===== config.mk =====
export PLATFORM = sky130hd
export DESIGN_NAME = pwm_ramp_controller
export DESIGN_NICKNAME = d
export VERILOG_FILES = /design/src/rtl/pwm_ramp_controller.sv
export SDC_FILE = /design/constraint.sdc
export NUM_CORES = 1
export LEC_CHECK = 0
export BUFFER_PORTS_ARGS = -buffer_cell sky130_fd_sc_hd__buf_2
export CORE_MARGIN = 4
export CORE_UTILIZATION = 30
export CTS_BUF_LIST = sky130_fd_sc_hd__clkbuf_8
export DETAILED_ROUTE_END_ITERATION = 10
export GPL_TIMING_DRIVEN = 0
export PLACE_DENSITY = 0.45
export SLEW_MARGIN = 20
export SYNTH_ARGS = -nofsm -noshare
export SYNTH_HDL_FRONTEND = slang
export SYNTH_SLANG_ARGS = --single-unit

===== constraint.sdc =====
create_clock -name clk -period 5.5 [get_ports clk]
set_input_delay 1.1 -clock clk [delete_from_list [all_inputs] [get_ports clk]]
set_output_delay 1.1 -clock clk [all_outputs]
set_load 0.02 [all_outputs]

===== src/rtl/pwm_ramp_controller.sv =====
// Soft-start/soft-stop sequencer for a PWM generator's duty_cycle input.
// Accepts a target level and walks the duty level toward it one step per STEP_PERIODS PWM periods.
module pwm_ramp_controller #(
    parameter int PERIOD_CYCLES = 16,
    parameter int STEP_PERIODS  = 4,
    parameter int INIT_LEVEL    = 1
) (
    input  logic       clk,
    input  logic       rst,
    input  logic [4:0] target_level,
    input  logic       target_valid,
    output logic       target_ready,
    input  logic       abort,
    output logic [3:0] duty_cycle,
    output logic [4:0] level,
    output logic       busy,
    output logic       done,
    output logic       period_start
);

    localparam int PW = (PERIOD_CYCLES > 1) ? $clog2(PERIOD_CYCLES) : 1;
    localparam int SW = (STEP_PERIODS > 1) ? $clog2(STEP_PERIODS) : 1;
    localparam logic [PW-1:0] PERIOD_LAST = PW'(PERIOD_CYCLES - 1);
    localparam logic [SW-1:0] STEP_LAST   = SW'(STEP_PERIODS - 1);
    localparam logic [4:0]    INIT_LVL    = 5'(INIT_LEVEL);

    typedef enum logic {IDLE, RAMP} state_t;

    state_t        state, state_nxt;
    logic [PW-1:0] period_cnt;
    logic [SW-1:0] step_cnt, step_nxt;
    logic [4:0]    target_q, target_nxt;
    logic [4:0]    level_nxt, level_step, target_clamped;
    logic          done_nxt;
    logic          wrap;

    assign wrap         = (period_cnt == PERIOD_LAST);
    assign period_start = (period_cnt == '0);
    // Level 16 aliases to 4'h0, which the PWM generator treats as 100%.
    assign duty_cycle   = level[3:0];

    always_comb begin
        target_clamped = target_level;
        if (target_level == 5'd0)
            target_clamped = 5'd1;
        else if (target_level > 5'd16)
            target_clamped = 5'd16;
    end

    assign level_step = (target_q > level) ? level + 5'd1 : level - 5'd1;

    always_comb begin
        state_nxt    = state;
        level_nxt    = level;
        target_nxt   = target_q;
        step_nxt     = step_cnt;
        done_nxt     = 1'b0;
        target_ready = 1'b0;
        busy         = 1'b0;
        case (state)
            IDLE: begin
                target_ready = 1'b1;
                if (target_valid) begin
                    target_nxt = target_clamped;
                    step_nxt   = '0;
                    if (target_clamped == level)
                        done_nxt = 1'b1;
                    else
                        state_nxt = RAMP;
                end
            end
            default: begin
                busy = 1'b1;
                // abort takes priority over a step landing in the same cycle
                if (abort) begin
                    state_nxt = IDLE;
                end else if (wrap) begin
                    if (step_cnt == STEP_LAST) begin
                        step_nxt  = '0;
                        level_nxt = level_step;
                        if (level_step == target_q) begin
                            done_nxt  = 1'b1;
                            state_nxt = IDLE;
                        end
                    end else begin
                        step_nxt = step_cnt + SW'(1);
                    end
                end
            end
        endcase
    end

    always_ff @(posedge clk) begin
        if (rst) begin
            state      <= IDLE;
            period_cnt <= '0;
            step_cnt   <= '0;
            target_q   <= INIT_LVL;
            level      <= INIT_LVL;
            done       <= 1'b0;
        end else begin
            state      <= state_nxt;
            period_cnt <= wrap ? '0 : period_cnt + PW'(1);
            step_cnt   <= step_nxt;
            target_q   <= target_nxt;
            level      <= level_nxt;
            done       <= done_nxt;
        end
    end

endmodule


Word level (Yosys, flattened, before mapping):

Index checks and enable logic that the tools add are counted.

* flip-flop bits (word level): 18
* bits of input ports: 9
* output and inout bits: 13
* logic and storage cells: 51

* add/sub/neg operators: 4
* $lt $le $gt $ge: 2
* equal/unequal tests: 6
* multiplexer cells: 24
* bitwise logic cells: 2
* reductions and logical operators: 7

Operator list (number)
* $mux W1: 16
* $mux W5: 3
* $eq A5 B5 Y1: 2
* $mux W2: 5
* $add A5 B1 Y5 const B: 1
* $gt A5 B5 Y1: 1
* $gt A5 B5 Y1 const B: 1
* $logic_not A5 Y1: 1
* $sub A5 B1 Y5 const B: 1
* $add A4 B1 Y4 const B: 1
* $eq A4 B4 Y1 const B: 1
* $logic_not A4 Y1: 1
* $reduce_and A4 Y1: 1
* $reduce_and A3 Y1: 1
* $add A2 B1 Y2 const B: 1
* $eq A2 B2 Y1 const B: 1
* $ne A2 B1 Y1 const B: 1
* $ne A2 B2 Y1 const B: 1
* $not A1 Y1: 2
* $reduce_and A2 Y1: 1
* $reduce_bool A2 Y1: 1
* $reduce_or A2 Y1: 1

Logic depth before layout (Yosys ltp):

Gate-level depths: netlist (run 1).

* word-level depth: 8
* gate-level depth with buffers: 13
* gate-level depth less buffers: 13

Worst setup path after synthesis (run 1):

Ideal clock, no wire load.

* kind: reg-to-reg
* start point: register level[1]
* end point: register state
* setup time: 0.117 ns
* arrival time: 2.734 ns
* data required time: 5.383 ns
* setup slack: 2.650 ns
* cell stages (with the launch flop): 14
* buffers on the path: 0
* clock period less this slack: 2.850 ns
* cell sequence: dfxtp_1 -> inv_1 -> ha_1 -> nor2b_1 -> o21ai_1 -> a21oi_4 -> inv_1 -> ha_1 -> a21o_1 -> a21oi_2 -> xnor3_1 -> nor3_2 -> nand2_1 -> a22o_1

* cells in the longest elaborated chain, start to end: 8
* elaborated cells on any way between the ends: 13
* classes of those cells: add/sub: 2; order compare: 1; eq/ne: 2; mux: 8

RTL lines
* start: declaration: RTL line 15 `output logic [4:0] level,`
* start signal: assignment: RTL line 106 `level <= level_nxt;`
* $sub A5 B1 Y5 (tied with other cells): RTL line 50 `assign level_step = (target_q > level) ? level + 5'd1 : level - 5'd1;`
* $mux W5: RTL line 50
* $eq A5 B5 Y1: RTL line 81 `if (level_step == target_q) begin`
* $mux W1: RTL line 81
* $mux W1: RTL line 78 `if (step_cnt == STEP_LAST) begin`
* $mux W1: RTL line 77 `end else if (wrap) begin`
* $mux W1: RTL line 75 `if (abort) begin`
* $mux W1 (*): RTL line 60 `case (state)`
* end signal: assignment: RTL line 102 `state <= state_nxt;`
* end: declaration: RTL line 29 `state_t state, state_nxt;`

Mark *: on every way between the ends. The rest lies on a longest branch, timed or not.
A chain may end at the register's enable or synchronous reset.

Worst setup path in the final report (run 1):

Same ends and word-level chain as after synthesis.

==> results.yml, run 1 <==
floorplan:
  die_x_um: 71.5
  die_h_um: 71.5
  core_area_mm2: 0.00377
  rows: 22
  die-area_mm2: 0.00511
  ios: 22
  initial_core_util: 0.321
routing:
  ant_nets: 0
  drc: 0
  routed_via_density: 4.84
  vias: 1002
  finalWirelength_mm: 2.74
  drtIter0Drc: 53
  firstDrtPassIters: 4
  wl_per_cell_um: 13.2
logic_synthesis:
  yosys_warnings: 0
  synthSimpleGateAreaFrac: 0.216
  synth_seq_cells: 18
  synth_area_per_cell_um2: 8.95
  synth-xor-area-share: 0.110
  synth_top_family_by_area: "simple AND/OR/NAND/NOR gates"
  synth-adder-area-share: 0.130
  synthMuxAreaShare: 0.0342
  synth_cells: 135
  synth_nets: 156
  synthArstFlopShare: 0
  syn-cell-area_mm2: 0.00121
  synth_edf_count: 0
  synth-compound-area-share: 0.143
  synth_top_flop_cell: "dfxtp_1"
  synth_cell_types: 40
  ys_seq_area_frac: 0.298
sta:
  whs_ns: 0.472
  worstMarginPinSlew_ns: 0.562
  fmax_mhz: 334
  slew_violations: 0
  relSlewSlack: 0.625
  setup_slack_ns: 2.50
  rsz0062_at_grt: "no"
  fin_setup_tns_ns: 0
  fin_skew_ns: 0.00230
  setup_viol: 0
  final_hold_viol_count: 0
  period_needed_ns: 3.00
  fin_crit_sh: 0.545
setup_path:
  path_depth: 13
  cp-end-kind: "flop"
  cp_slowest_cell: "dfxtp_1"
  cp_top_family: "compound AO/OA/AOI/OAI gates"
  crit_buf_inv: 2
  worstPathCellList: "inv_1, ha_1, nor2b_1, o21ai_1, a21oi_4, inv_1, ha_1, a21o_1, a21oi_2, xnor3_1, nor3_2, nand2_1, a22o_1"
  regToRegStartpoint: "level[1]$_SDFFE_PP0P_"
  cp_max_fo: 7
  start_kind: "flop"
  critPathKind: "flop to flop"
  arrival_ns: 3.14
  cpPeakStageDelay_ns: 0.45
  required_ns: 5.65
  reg2regPathDepth: 13
  setup.worst_path.start: "level[1]$_SDFFE_PP0P_"
finish:
  diodes: 0
  area_growth_pct: 17.8
  fin_util: 0.378
  nets: 181
  drive_gt1_frac: 0.214
clock_tree:
  cts.sinks: 18
  cts_tree: "done"
  htree_levels: 1
  clock_path_buffers: 2
  postCtsSetupBuffers: 0
  holdBufCountCts: 0
  numCtsBuffers: 3
  post_cts_resized: 0
  clk-insertion-delay-late_ns: 0.25
  clockRootBuffer: "clkbuf_8"
  cts.clk_slew.worst_paths_ns: 0.07
global_route:
  grt_pass1_vias: 953
  grt_antenna_before_repair: 0
  grt_usage: 0.110
  overflow: 0
  grt_pass1_wl_mm: 4.53
  grt_max_degree: 11
run:
  maxCapViolCount: 0
placement:
  place_congestion: 0.766
  hpwl_mm: 2.17
  port_buffers: 20
  dpl_worst_slack_ns: 2.50
min_path:
  worstHoldPathCells: 1
  min_path_type: "flop to flop"
  min_from: "target_q[0]$_SDFFE_PP1P_"
pwr:
  p_per_area_mw_per_mm2: 237
  vdd_drop_max_uv: 93.5
  leakagePower_nw: 0.642
status:
  status: "completed"
## power by group
group | switching (mW) | total, mW | leakage (nW) | internal, mW
Clock | 0.0457 | 0.109 | 0.0288 | 0.0636
Sequential | 0.00390 | 0.139 | 0.147 | 0.135
Combinational | 0.0484 | 0.0895 | 0.467 | 0.0411
Total | 0.0981 | 0.338 | 0.642 | 0.240
## stage by stage
| stage | cell area [µm²] | total power, mW | cells |
|---|---|---|---|
| 3_3_place_gp | 1370 | 0.232 | 203 |
| 5_1_grt | 1420 | 0.357 | 207 |
| 4_1_cts | 1420 | 0.342 | 207 |
| 2_1_floorplan | 1210 | 0.211 | 135 |
| 3_5_place_dp | 1370 | 0.232 | 203 |
| 6_report | 1420 | 0.338 | 207 |
## synthesized netlist by cell type (2+ instances only)
master     n  area share
ha_1      11        0.11
nor2_1    18       0.056
a21o_1     2       0.012
clkbuf_1   2      0.0062
a31oi_1    2       0.010
xnor2_1    7       0.051
nor2b_1    2       0.010
xnor3_1    2       0.037
dfxtp_1   18        0.30
a21oi_1   10       0.041
nor3b_1    5       0.031
nand2b_1   3       0.016
nand2_1    4       0.012
nand3_1    3       0.012
buf_4      4       0.025
inv_1     11       0.034
xor2_1     3       0.022
mux2i_1    3       0.025
nor3_1     4       0.017
## placed cells by master (no fill, tap or decap), types with 2 or more instances in the layout
cell type	Yosys	routed
xnor2_1	7	7
a31oi_1	2	2
a21o_1	2	2
nor3b_1	5	5
nor2b_1	2	2
nand2_1	4	4
buf_2	0	20
xor2_1	3	3
nor3_1	4	4
clkbuf_1	2	2
nand2b_1	3	3
ha_1	11	11
nand3_1	3	3
xnor3_1	2	2
dfxtp_1	18	18
mux2i_1	3	3
inv_1	11	11
clkbuf_8	0	4
buf_4	4	4
nor2_1	18	18
a21oi_1	10	10
## kinds of logic (layout without fill, tap and decap cells)
logic type | after synthesis | in the layout
buffers and inverters | 18 | 42
adder cells (fa/ha/maj) | 12 | 12
flip-flops | 18 | 18
AND/OR/NAND/NOR | 46 | 46
multiplexers | 4 | 4
XOR/XNOR | 12 | 12
AO/OA/AOI/OAI | 25 | 25
## per-layer routing
metal  wire (µm)  part of all wire  vias to the layer above  track usage
met4          16            0.0058                        0       0.0313
li1            -                 -                      508            -
met1        1420              0.52                      468        0.153
met3         145             0.053                        2       0.0224
met5           0                 0                        -            0
met2        1150              0.42                       24        0.170
## area by class of cell
class / count / area [µm²]
Buffer: 7 / 41.3
Clock buffer: 4 / 55.1
Fill cell: 401 / 2350
Inverter: 11 / 41.3
Multi-Input combinational cell: 99 / 766
Sequential cell: 18 / 360
Tap cell: 48 / 60.1
Timing Repair Buffer: 20 / 100
## sequential cells by signal, indices dropped and copies added, names as in the netlist
name,flops
level,5
state,1
step_cnt,2
target_q,5
done,1
period_cnt,4
## worst paths after layout
check        slack, ns                  endpoint
max               2.50          state$_SDFF_PP0_
min               0.47  target_q[0]$_SDFFE_PP1P_
max reg2reg       2.50          state$_SDFF_PP0_
min reg2reg       0.47  target_q[0]$_SDFFE_PP1P_
Power figures use the tool's default switching activity.
==> inputs of run 2 (changes only) <==
- ABC_AREA: default -> 1
- clock period: 5.5 -> 3.1 ns (I/O delays scaled with it)
==> run 2 against run 1 <==
Compared with the run above: utilization unchanged; sequential cell count unchanged; clock skew rose by 0.0078 ns; synthesized area decreased by 0.41%; register-to-register slack got worse by 2.1 ns; die area shrank 0.38%; design area unchanged; largest power group unchanged; highest routed layer unchanged.
==> results.yml, run 2 <==
global_route:
  grt_pass1_vias: 1026
  grt_antenna_before_repair: 0
  grt_max_degree: 11
  grt_usage: 0.119
  grt_pass1_wl_mm: 4.73
  overflow: 0
clock_tree:
  post_cts_resized: 0
  postCtsSetupBuffers: 0
  clk-insertion-delay-late_ns: 0.27
  cts.sinks: 18
  cts.clk_slew.worst_paths_ns: 0.07
  clock_path_buffers: 2
  numCtsBuffers: 3
  clockRootBuffer: "clkbuf_8"
  htree_levels: 1
  holdBufCountCts: 0
  cts_tree: "done"
status:
  status: "completed"
setup_path:
  cp_max_fo: 7
  reg2regPathDepth: 16
  worstPathCellList: "inv_1, ha_1, nand2_1, nor2_2, nand2_1, nand3_2, nand2_2, inv_1, fa_1, xnor2_1, nor3_2, nand2_1, nor2_2, nand3_1, nand2_1, a21oi_2"
  cp-end-kind: "flop"
  crit_buf_inv: 2
  cp_top_family: "simple AND/OR/NAND/NOR gates"
  regToRegStartpoint: "level[1]$_SDFFE_PP0P_"
  r2r_slack_ns: 0.40
  cpPeakStageDelay_ns: 0.49
  r2r_end: "state$_SDFF_PP0_"
  cp_slowest_cell: "fa_1"
  critPathKind: "flop to flop"
  start_kind: "flop"
  cp_common_cell: "nand2_1"
  arrival_ns: 2.83
  required_ns: 3.23
run:
  maxCapViolCount: 0
min_path:
  hold_end: "period_cnt[0]$_SDFF_PP0_"
  min_from: "period_cnt[0]$_SDFF_PP0_"
  worstHoldPathCells: 1
  min_path_type: "flop to flop"
sta:
  fin_setup_tns_ns: 0
  worstMarginPinSlew_ns: 0.522
  fmax_mhz: 370
  setup_viol: 0
  fin_skew_ns: 0.0101
  rsz0062_at_grt: "no"
  period_needed_ns: 2.70
  final_hold_viol_count: 0
  slew_violations: 0
  setup_slack_ns: 0.400
  fin_crit_sh: 0.871
  relSlewSlack: 0.652
finish:
  final_area_mm2: 0.00142
  nets: 217
  diodes: 0
  drive_gt1_frac: 0.210
  area_growth_pct: 18.3
  final_common_cell: "nand2_1"
  fin_util: 0.378
  top_regs: "level: 5 flops, target_q: 5 flops, period_cnt: 4 flops"
  final_cell_mix: "nand2_1 (38), inv_1 (28), buf_2 (21)"
logic_synthesis:
  synthMuxAreaShare: 0
  synthArstFlopShare: 0
  yosys_warnings: 0
  synth_top_family_by_area: "simple AND/OR/NAND/NOR gates"
  ys_seq_area_frac: 0.299
  yosysMostFrequentCell: "nand2_1"
  synth_top_flop_cell: "dfxtp_1"
  synth-xor-area-share: 0.0364
  synth_seq_cells: 18
  synthTopCellsByArea: "dfxtp_1 (30%), nand2_1 (12%), ha_1 (11%)"
  yosysTopAreaCellShare: 0.299
  synth_area_per_cell_um2: 7.08
  synth_edf_count: 0
  synth_cells: 170
  synth-adder-area-share: 0.131
  synthSimpleGateAreaFrac: 0.273
  synth-compound-area-share: 0.138
  synth_cell_types: 27
  synth_largest_area_cell: "dfxtp_1"
  yosys-top-cells-count: "nand2_1 (38), inv_1 (28), dfxtp_1 (18)"
  syn-cell-area_mm2: 0.00120
  synth_nets: 191
routing:
  drtIter0Drc: 14
  drc: 0
  routed_via_density: 4.48
  wl_per_cell_um: 11.7
  firstDrtPassIters: 4
  vias: 1089
  finalWirelength_mm: 2.85
  ant_nets: 0
pwr:
  leakagePower_nw: 0.714
  p_per_area_mw_per_mm2: 442
  vdd_drop_max_uv: 233
placement:
  port_buffers: 21
  hpwl_mm: 2.29
  dpl_cell_area_mm2: 0.00137
  place_congestion: 0.818
  dpl_worst_slack_ns: 0.380
floorplan:
  die-area_mm2: 0.00509
  rows: 22
  initial_core_util: 0.319
  ios: 22
  die_h_um: 71.3
  die_x_um: 71.3
  core_area_mm2: 0.00377
## run 2: changes by cell type in the layout (fill, tap and decap cells not counted), moves of 7 or more
cell	before	now
nand2_1	4	38
inv_1	11	28
nor2_1	18	10
o21ai_0	1	9
nand3_1	3	10
## run 2: worst max path at each step
stage                            end  depth (start not counted)             startpoint
CTS                 state$_SDFF_PP0_                         16  level[1]$_SDFFE_PP0P_
finish              state$_SDFF_PP0_                         16  level[1]$_SDFFE_PP0P_
floorplan           state$_SDFF_PP0_                         16  level[4]$_SDFFE_PP0P_
global placement    state$_SDFF_PP0_                         16  level[1]$_SDFFE_PP0P_
detailed placement  state$_SDFF_PP0_                         16  level[1]$_SDFFE_PP0P_
global route        state$_SDFF_PP0_                         20  level[1]$_SDFFE_PP0P_
## run 2: layout make-up
class / instances / area (µm²)
fill: 399 / 2350
buffer: 5 / 33.8
multi-input combinational: 117 / 697
sequential: 18 / 360
inverter: 30 / 113
timing repair buffer: 21 / 105
tap: 48 / 60.1
clock buffer: 4 / 55.1
## run 2: kinds of logic after synthesis
family | count (synthesis)
adder cells (fa/ha/maj) | 12
buffers and inverters | 35
flip-flops | 18
AND/OR/NAND/NOR | 71
XOR/XNOR | 5
AO/OA/AOI/OAI | 29
## run 2: stage by stage
step,hold slack (ns),instances,total power [mW]
floorplan,0.430,170,0.393
global placement,0.449,239,0.435
detailed placement,0.456,239,0.436
CTS,0.472,243,0.642
global route,0.489,243,0.677
finish,0.462,243,0.629
## run 2: routing by layer
layer  share of wire  up-vias  GRT usage  wire length (µm)
li1                -      594          -                 -
met1            0.49      469      0.147              1390
met2            0.45       22      0.198              1280
met3           0.046        4     0.0266               132
met4           0.016        0     0.0501                45
met5               0        -          0                 0
## run 2: power by group
| group | internal, mW | leakage (nW) | total (mW) | switching [mW] |
|---|---|---|---|---|
| registers | 0.241 | 0.147 | 0.249 | 0.00818 |
| clock network | 0.113 | 0.0288 | 0.200 | 0.0868 |
| logic | 0.0674 | 0.538 | 0.180 | 0.112 |
| total | 0.422 | 0.714 | 0.629 | 0.207 |
==> inputs of run 3 (changes only) <==
- ABC_AREA: 1 -> default
- CTS_BUF_LIST: sky130_fd_sc_hd__clkbuf_8 -> sky130_fd_sc_hd__clkbuf_16
==> run 3 against run 2 <==
Compared with the run above: register-to-register slack worse by 0.18 ns; design area is 2.4% higher; die area is 0.38% higher; worst hold slack better by 0.0062 ns; routed wire length is 2.9% lower; non-clock buffer count is 2 higher; cell count is 14% lower; global-route usage is 0.58 points lower; first-iteration DRC count grew to 3.9 times the previous value; critical endpoint unchanged; highest routed layer unchanged.
==> results.yml, run 3 (synthesis results as in run 1) <==
global_route:
  grt_max_degree: 11
  grt_pass1_vias: 941
  overflow: 0
  grt_antenna_before_repair: 0
  grt_pass1_wl_mm: 4.53
  grt_usage: 0.113
finish:
  area_growth_pct: 20.6
  fill_cells: 396
  final_cell_mix: "buf_2 (20), nor2_1 (18), dfxtp_1 (16)"
  final_common_cell: "buf_2"
  drive_gt1_frac: 0.225
  final_area_mm2: 0.00146
  fin_util: 0.387
  nets: 182
  diodes: 0
  top_regs: "level: 5 flops, target_q: 5 flops, period_cnt: 4 flops"
  final_cells: 208
sta:
  fin_setup_tns_ns: 0
  fin_skew_ns: 0.00154
  final_hold_viol_count: 0
  worstMarginPinSlew_ns: 0.564
  relSlewSlack: 0.624
  period_needed_ns: 2.88
  rsz0062_at_grt: "no"
  fmax_mhz: 347
  slew_violations: 0
  fin_crit_sh: 0.929
  setup_viol: 0
setup_path:
  required_ns: 3.24
  setup.worst_path.start: "level[4]$_SDFFE_PP0P_"
  cp_top_family: "compound AO/OA/AOI/OAI gates"
  regToRegStartpoint: "level[4]$_SDFFE_PP0P_"
  cp_slowest_cell: "dfxtp_1"
  critPathKind: "flop to flop"
  cp-end-kind: "flop"
  cpPeakStageDelay_ns: 0.38
  start_kind: "flop"
  arrival_ns: 3.02
  cp_max_fo: 4
  crit_buf_inv: 2
  worstPathCellList: "inv_1, ha_1, a21o_1, mux2i_1, a21oi_4, inv_1, ha_1, a21o_1, a21oi_2, xnor3_1, nor3_2, nand2_1, a22o_1"
floorplan:
  die-area_mm2: 0.00511
  rows: 22
  ios: 22
  initial_core_util: 0.321
  core_area_mm2: 0.00377
  die_h_um: 71.5
  die_x_um: 71.5
clock_tree:
  htree_levels: 1
  clockRootBuffer: "clkbuf_16"
  clk-insertion-delay-late_ns: 0.25
  cts_tree: "done"
  numCtsBuffers: 3
  cts.sinks: 18
  clock_path_buffers: 2
  cts.clk_slew.worst_paths_ns: 0.05
routing:
  routed_via_density: 4.79
  drc: 0
  ant_nets: 0
  vias: 997
  drtIter0Drc: 55
  firstDrtPassIters: 4
  finalWirelength_mm: 2.77
  wl_per_cell_um: 13.3
placement:
  port_buffers: 20
  dpl_cell_area_mm2: 0.00137
  place_congestion: 0.766
  hpwl_mm: 2.17
  dp.cells: 203
pwr:
  netSwitchingPower_mw: 0.187
  clock_power_share: 0.393
  leakagePower_nw: 0.658
  p_total_mw: 0.674
  power_frac_comb: 0.241
  swShare: 0.277
  p_int_mw: 0.487
  vdd_drop_max_uv: 229
  seqPwrFrac: 0.366
  p_per_area_mw_per_mm2: 462
run:
  maxCapViolCount: 0
min_path:
  min_from: "target_q[0]$_SDFFE_PP1P_"
  min_path_type: "flop to flop"
status:
  status: "completed"
run 3: cell types whose count changed in the layout (fill, tap and decap cells not counted), moves of 4 or more:
cell	previous run	this run
nand2_1	38	4
nor3b_1	1	5
nor2_1	10	18
a21oi_1	14	10
inv_1	28	11
clkbuf_8	4	0
xnor2_1	3	7
o21ai_0	9	1
nor3_1	0	4
nand3_1	10	3
run 3: per-stage QoR:
step           hold slack (ns)  setup WS (ns)
4_1_cts                  0.466         0.0647
2_1_floorplan            0.435          0.250
5_1_grt                  0.477         0.0454
6_report                 0.468          0.219
3_3_place_gp             0.446         0.0867
3_5_place_dp             0.453         0.0953
run 3: layer usage:
layer / vias up / track usage / wire length [µm]
met2: 23 / 0.166 / 1150
li1: 509 / - / -
met3: 4 / 0.0309 / 178
met5: - / 0 / 0
met1: 461 / 0.156 / 1400
met4: 0 / 0.0438 / 40
run 3: area by class of cell:
cell class,count,area [µm²],area share
Tap cell,48,60.1,0.0412
Clock buffer,3,75.1,0.0515
Buffer,7,41.3,0.0283
Inverter,11,41.3,0.0283
Timing Repair Buffer,21,108,0.0738
Multi-Input combinational cell,99,766,0.525
Clock inverter,1,3.75,0.00258
Sequential cell,18,363,0.249
run 3: timing repair:
action / CTS / global route
buffers inserted: 0 / 1
endpoints found under the setup margin: 0 / 3
gates resized for setup: 0 / 2
hold buffers: 0 / 0
run 3: power by group through the flow:
| stage | Combinational (mW) | Sequential [mW] | Clock, mW |
|---|---|---|---|
| finish | 0.162 | 0.247 | 0.265 |
| global route | 0.180 | 0.247 | 0.281 |
| CTS | 0.161 | 0.247 | 0.270 |
| detailed placement | 0.159 | 0.252 | 0 |
| global placement | 0.160 | 0.251 | 0 |
| floorplan | 0.122 | 0.252 | 0 |
run 3: worst register-to-register path: cells and delay by family (launching register included):
kind            cells  cell delay [ns]
compound gates      5             0.81
buf+inv             2             0.22
flops               1             0.38
fa+ha+maj           2             0.55
xor+xnor            1             0.27
mux                 1             0.23
simple gates        2             0.31
run 3: path summary, 6_finish.rpt:
| check | slack [ns] | depth (start not counted) | end |
|---|---|---|---|
| worst max-delay path | 0.22 | 13 | state$_SDFF_PP0_ |
| worst min-delay path | 0.47 | 1 | target_q[0]$_SDFFE_PP1P_ |
| worst max register to register | 0.22 | 13 | state$_SDFF_PP0_ |
| worst min register to register | 0.47 | 1 | target_q[0]$_SDFFE_PP1P_ |
